===== src/rtl/color_pkg.sv =====
// Shared scene constants and race sequencer state type for the grass band.
package color_pkg;

    // Vertical placement of the grass band, shared with the renderer
    localparam int GRASS_Y_TOP = 140;
    localparam int GRASS_H     = 10;

    typedef enum logic [2:0] {
        IDLE,
        ACCEL,
        CRUISE,
        DECEL,
        DONE
    } race_state_t;

endpackage


===== src/rtl/frame_cmd_latch.sv =====
// Holds race commands from game logic until the next frame boundary consumes them.
// Commands arriving in the same cycle as frame_start are folded into that update.
module frame_cmd_latch #(
    parameter int SPEED_W   = 4,
    parameter int MAX_SPEED = 8
) (
    input  logic               clk,
    input  logic               reset,
    input  logic               frame_start,
    input  logic               cmd_start,
    input  logic               cmd_stop,
    input  logic               speed_we,
    input  logic [SPEED_W-1:0] speed_req,
    output logic               start_eff,
    output logic               stop_eff,
    output logic [SPEED_W-1:0] target_eff
);

    localparam logic [SPEED_W-1:0] MAX_S = SPEED_W'(MAX_SPEED);

    logic               pend_start;
    logic               pend_stop;
    logic [SPEED_W-1:0] target;
    logic [SPEED_W-1:0] req_clamp;

    assign req_clamp  = (speed_req > MAX_S) ? MAX_S : speed_req;
    assign start_eff  = pend_start | cmd_start;
    assign stop_eff   = pend_stop  | cmd_stop;
    assign target_eff = speed_we ? req_clamp : target;

    // Sticky pending flags cleared at frame_start; target keeps the last strobe
    always_ff @(posedge clk) begin
        if (reset) begin
            pend_start <= 1'b0;
            pend_stop  <= 1'b0;
            target     <= '0;
        end else begin
            if (frame_start) begin
                pend_start <= 1'b0;
                pend_stop  <= 1'b0;
            end else begin
                pend_start <= pend_start | cmd_start;
                pend_stop  <= pend_stop  | cmd_stop;
            end
            if (speed_we)
                target <= req_clamp;
        end
    end

endmodule


===== src/rtl/grass_scroll_ctrl.sv =====
// Per-frame race sequencer for the grass band: speed ramp, wrapped scroll offset,
// saturating distance and finish flash. Every output changes only on the cycle
// after frame_start, so the renderer always sees frame-stable values.
module grass_scroll_ctrl
    import color_pkg::*;
#(
    parameter int H_RES        = 640,
    parameter int SPEED_W      = 4,
    parameter int MAX_SPEED    = 8,
    parameter int ACCEL_STEP   = 1,
    parameter int FINISH_DIST  = 4800,
    parameter int FLASH_FRAMES = 8
) (
    input  logic               clk,
    input  logic               reset,
    input  logic               frame_start,
    input  logic               cmd_start,
    input  logic               cmd_stop,
    input  logic               speed_we,
    input  logic [SPEED_W-1:0] speed_req,
    output logic [9:0]         scroll_x,
    output logic [SPEED_W-1:0] cur_speed,
    output logic [15:0]        distance,
    output logic               highlight,
    output logic               race_active,
    output logic               race_done
);

    localparam int FL_W = (FLASH_FRAMES > 1) ? $clog2(FLASH_FRAMES) : 1;
    localparam logic [SPEED_W-1:0] STEP    = SPEED_W'(ACCEL_STEP);
    localparam logic [10:0]        HRES_11 = 11'(H_RES);
    localparam logic [15:0]        FIN_16  = 16'(FINISH_DIST);
    localparam logic [FL_W-1:0]    FL_LAST = FL_W'(FLASH_FRAMES - 1);

    race_state_t        state, state_n;
    logic [SPEED_W-1:0] speed_n;
    logic [9:0]         scroll_n;
    logic [15:0]        dist_n;
    logic               hl_n, done_n;
    logic [FL_W-1:0]    flash_cnt, flash_n;

    logic               start_eff, stop_eff;
    logic [SPEED_W-1:0] target;

    logic [SPEED_W:0]   up_sum;
    logic [SPEED_W-1:0] ramp;
    race_state_t        ramp_state;
    logic [10:0]        scroll_sum;
    logic [9:0]         scroll_wrap;
    logic [16:0]        dist_sum;
    logic [15:0]        dist_sat;

    frame_cmd_latch #(
        .SPEED_W   (SPEED_W),
        .MAX_SPEED (MAX_SPEED)
    ) u_cmd (
        .clk         (clk),
        .reset       (reset),
        .frame_start (frame_start),
        .cmd_start   (cmd_start),
        .cmd_stop    (cmd_stop),
        .speed_we    (speed_we),
        .speed_req   (speed_req),
        .start_eff   (start_eff),
        .stop_eff    (stop_eff),
        .target_eff  (target)
    );

    assign race_active = (state == ACCEL) || (state == CRUISE) || (state == DECEL);

    // Speed ramp one step toward target, plus wrapped scroll and saturated distance
    always_comb begin
        up_sum = {1'b0, cur_speed} + {1'b0, STEP};
        ramp   = cur_speed;
        if (target > cur_speed)
            ramp = (up_sum >= {1'b0, target}) ? target : up_sum[SPEED_W-1:0];
        else if (target < cur_speed)
            ramp = ((cur_speed - target) <= STEP) ? target : (cur_speed - STEP);

        ramp_state = CRUISE;
        if (ramp < target)
            ramp_state = ACCEL;
        else if (ramp > target)
            ramp_state = DECEL;

        scroll_sum  = {1'b0, scroll_x} + 11'(ramp);
        scroll_wrap = (scroll_sum >= HRES_11) ? 10'(scroll_sum - HRES_11) : scroll_sum[9:0];

        dist_sum = {1'b0, distance} + 17'(ramp);
        dist_sat = (dist_sum >= {1'b0, FIN_16}) ? FIN_16 : dist_sum[15:0];
    end

    // Frame-boundary FSM: stop beats start, finishing beats a plain ramp step
    always_comb begin
        state_n  = state;
        speed_n  = cur_speed;
        scroll_n = scroll_x;
        dist_n   = distance;
        hl_n     = highlight;
        flash_n  = flash_cnt;
        done_n   = 1'b0;
        if (frame_start) begin
            case (state)
                IDLE: begin
                    if (start_eff && !stop_eff) begin
                        state_n = ACCEL;
                        speed_n = '0;
                        dist_n  = '0;
                    end
                end
                ACCEL, CRUISE, DECEL: begin
                    if (stop_eff) begin
                        state_n = IDLE;
                        speed_n = '0;
                    end else begin
                        scroll_n = scroll_wrap;
                        dist_n   = dist_sat;
                        if (dist_sat == FIN_16) begin
                            state_n = DONE;
                            speed_n = '0;
                            done_n  = 1'b1;
                            hl_n    = 1'b0;
                            flash_n = '0;
                        end else begin
                            state_n = ramp_state;
                            speed_n = ramp;
                        end
                    end
                end
                DONE: begin
                    if (stop_eff) begin
                        state_n = IDLE;
                        hl_n    = 1'b0;
                        flash_n = '0;
                    end else if (start_eff) begin
                        state_n = ACCEL;
                        dist_n  = '0;
                        hl_n    = 1'b0;
                        flash_n = '0;
                    end else if (flash_cnt == FL_LAST) begin
                        flash_n = '0;
                        hl_n    = ~highlight;
                    end else begin
                        flash_n = flash_cnt + 1'b1;
                    end
                end
                default: state_n = IDLE;
            endcase
        end
    end

    // State and output registers
    always_ff @(posedge clk) begin
        if (reset) begin
            state     <= IDLE;
            cur_speed <= '0;
            scroll_x  <= '0;
            distance  <= '0;
            highlight <= 1'b0;
            flash_cnt <= '0;
            race_done <= 1'b0;
        end else begin
            state     <= state_n;
            cur_speed <= speed_n;
            scroll_x  <= scroll_n;
            distance  <= dist_n;
            highlight <= hl_n;
            flash_cnt <= flash_n;
            race_done <= done_n;
        end
    end

endmodule


===== config.mk =====
export PLATFORM = sky130hd
export DESIGN_NAME = grass_scroll_ctrl
export DESIGN_NICKNAME = d
export VERILOG_FILES = /design/src/rtl/color_pkg.sv /design/src/rtl/frame_cmd_latch.sv /design/src/rtl/grass_scroll_ctrl.sv
export SDC_FILE = /design/constraint.sdc
export NUM_CORES = 1
export LEC_CHECK = 0
export ABC_AREA = 1
export CORE_ASPECT_RATIO = 0.9
export CORE_MARGIN = 10
export CORE_UTILIZATION = 50
export DETAILED_ROUTE_END_ITERATION = 10
export DONT_BUFFER_PORTS = 1
export GPL_TIMING_DRIVEN = 0
export HOLD_SLACK_MARGIN = 0.1
export PLACE_DENSITY_LB_ADDON = 0.3
export SLEW_MARGIN = 0
export SYNTH_ARGS = -nofsm -noshare
export SYNTH_HDL_FRONTEND = slang
export SYNTH_SLANG_ARGS = --single-unit

===== constraint.sdc =====
create_clock -name clk -period 5.3 [get_ports clk]
set_input_delay 0 -clock clk [delete_from_list [all_inputs] [get_ports clk]]
set_output_delay 0 -clock clk [all_outputs]
set_load 0.02 [all_outputs]

==> impl_results.md <==
* GRT overflow at 0
* Period utilization at 88.7%
* GPL Wtd Cong at 0.884
* Synthesis-to-finish area growth at 8.79%
* Max Cap Viol at 0
* Post-route DRC at 0
* N_diodes at 0
* Yosys cell types at 33
* PwrDens at 206 mW/mm²
* Share of cells above drive strength 1 at 7.10%
* Critical path's slowest cell: dlygate4sd3_1
* H-tree depth at 2
* Post-synth top area cell: dfxtp_1
* DRT Pass-1 Iters at 4
* Setup crit start: u_cmd.target[3]
* R2r startpoint: u_cmd.target[3]
* PnR Total Power at 0.721 mW
* Clock-pin slew on the worst setup and hold paths at 80 ps
* Final setup vio count at 0
* Most frequent cells in the layout: 94 x nand2_1, 72 x inv_1, 54 x nor2_1
* CTS Buf Count at 5
* Vias at 3056
* Top post-synthesis cells by area: dfxtp_1 27%, nand2_1 11%, ha_1 9.7%, inv_1 8.4%, a21oi_1 6.8%
* CORE AREA at 0.00618 mm²
* Sink Count at 44
* Clk_lat worst skew at 300 ps
* Period minus WS final at 4700 ps
* First-pass GRT wire length at 13000 µm
* Initial core utilization at 52.0%
* Worst slew pin tran at 675 ps
* Syn avg cell area at 6.74 µm²
* CP endpoint kind: flip-flop
* Final ANT Viol Nets at 0
* Synth top area share at 27.4%
* Crit Path Class: flip-flop to flip-flop
* HP Start: frame_start
* WL/cell at 13.2 µm
* Nets at 530
* Most used cell, CP: nand2_1
* Initial antenna violation count at 0
* RR Endpoint: flash_cnt[2]
* Root Buffer: clkbuf_8
* Status: complete, no violations
* CTS tree: built
* Worst reg-to-reg path cell count at 30
* Commonest non-fill, non-tap cell in the layout: nand2_1
* Flop-to-flop setup slack at 600 ps
* Port bufs at 0
* WHS Path Cells at 3
* Synthesized area at 0.00322 mm²
* Slew Viols, Final at 0
* Max clock buf depth at 2
* Fin Setup TNS at 0 ps
* Arrival time worst endpoint at 4880 ps
* Initial DRC Count at 193
* Vias in the first global route at 2856
* Chip Height at 96.1 µm
* Vias/cell at 5.27
* Pin count of the biggest net entering global routing at 14
* Final Hold Viols at 0
* Normalized max-slew margin at 54.6%
* # IOs at 43
* Dpl hpwl at 6110 µm
* LEAKAGE at 1.65 nW
* Fmax at 0.213 GHz
* Detailed Route WL at 7640 µm
* Seq/Total Area, Yosys at 27.4%
* Hold Path Sink: distance[13]
* Worst-path maximum fanout at 7
* Die W at 105 µm
* Die area at 0.0100 mm²
* Critical Path Source Type: flip-flop
* Worst path max stage delay at 550 ps
* RSZ-0062 raised after global routing: false
* Syn nets at 514
* Synth warn at 0
* Layout Cells excl Fill at 580
* Mapped Cells at 477
* Worst path required time at 5470 ps
* Rows at 27
* Dpl cells at 564
* Peak supply drop at 0.118 mV
* HP Class: primary input to flip-flop
* Synthesis-stage register bit count at 44
* Gr usage total at 15.3%
* Clock Skew at 9.67 ps
-- Yosys cell counts, drive strengths merged --
cell,number
nor4,4
a21oi,44
o21ai,20
nor3b,1
ha,25
o211ai,1
clkbuf,6
o2111ai,1
nand2,103
a22oi,5
xnor2,4
inv,73
buf,3
xor2,19
nor2,58
or2,1
nand3,38
dfxtp,44
a31oi,1
a31o,2
o21bai,1
nor3,15
fa,2
nand4,6
-- power by group --
part           internal, mW  switching (mW)
clock network        0.0893           0.113
logic                0.0586           0.113
registers             0.337          0.0103
-- routing by layer --
metal / track usage, % / vias up / part of all wire (%)
met1: 19.0 / 1392 / 46
met3: 4.81 / 6 / 8.3
met2: 25.7 / 85 / 45
met4: 3.59 / 0 / 0.75
li1: - / 1573 / -
met5: 0 / - / 0
-- area by class of cell --
cell class                 count  area, µm²
fill                         629       2680
multi-input combinational    351       2020
sequential                    44        883
inverter                      73        274
tap                           87        109
timing repair buffer           9       90.1
clock buffer                   5       68.8
buffer                         9       41.3
clock inverter                 2       12.5
-- stage by stage --
| stage | area [µm²] | hold slack (ps) | utilization, % | setup WS, ps |
|---|---|---|---|---|
| 2_1_floorplan | 3220 | 75.0 | - | 1140 |
| 3_3_place_gp | 3320 | 80.6 | 53.8 | 618 |
| 3_5_place_dp | 3320 | 85.4 | 53.8 | 520 |
| 4_1_cts | 3500 | 108 | 56.5 | 485 |
| 5_1_grt | 3500 | 150 | 56.6 | 31.9 |
| 6_report | 3500 | 109 | 56.6 | 596 |
-- worst max-delay path, delay by kind of cell, from the launching register on --
family          cells  cell delay [ps]
compound gates      3              380
xor+xnor            1              270
fa+ha+maj           3              950
buf+inv             4              900
flops               1              300
simple gates       19             1780
-- worst max path at each step --
| stage | end | cells after the start |
|---|---|---|
| after floorplan | flash_cnt[0] | 30 |
| after global placement | scroll_x[7] | 27 |
| after detailed placement | scroll_x[7] | 27 |
| after CTS | scroll_x[7] | 27 |
| after global routing | scroll_x[7] | 27 |
| final | flash_cnt[2] | 30 |
-- registers in the layout, indices dropped and copies added, names as in the netlist --
register          cells
u_cmd.pend_start      1
distance             16
highlight             1
scroll_x             10
race_done             1
state                 3
u_cmd.target          4
flash_cnt             3
cur_speed             4
u_cmd.pend_stop       1
-- logic make-up (layout without fill, tap and decap cells) --
kind of cell,Yosys count,count (layout),share of synthesized area (%)
adders and majority gates,27,27,11.0
xor gates and xnor gates,23,23,6.50
and+or+nand+nor,226,226,32.6
DFF,44,44,27.4
buffers and inverters,82,98,9.81
AOI/OAI and AO/OA,75,75,12.7
-- what timing repair did --
| item | 4_1_cts | 5_1_grt |
|---|---|---|
| gates resized for setup | 0 | 2 |
| endpoints found under the hold margin | 7 | 0 |
| endpoints found under the setup margin | 0 | 6 |
| setup buffers | 0 | 0 |
| hold buffers | 9 | 0 |
Power figures use the tool's default switching activity.
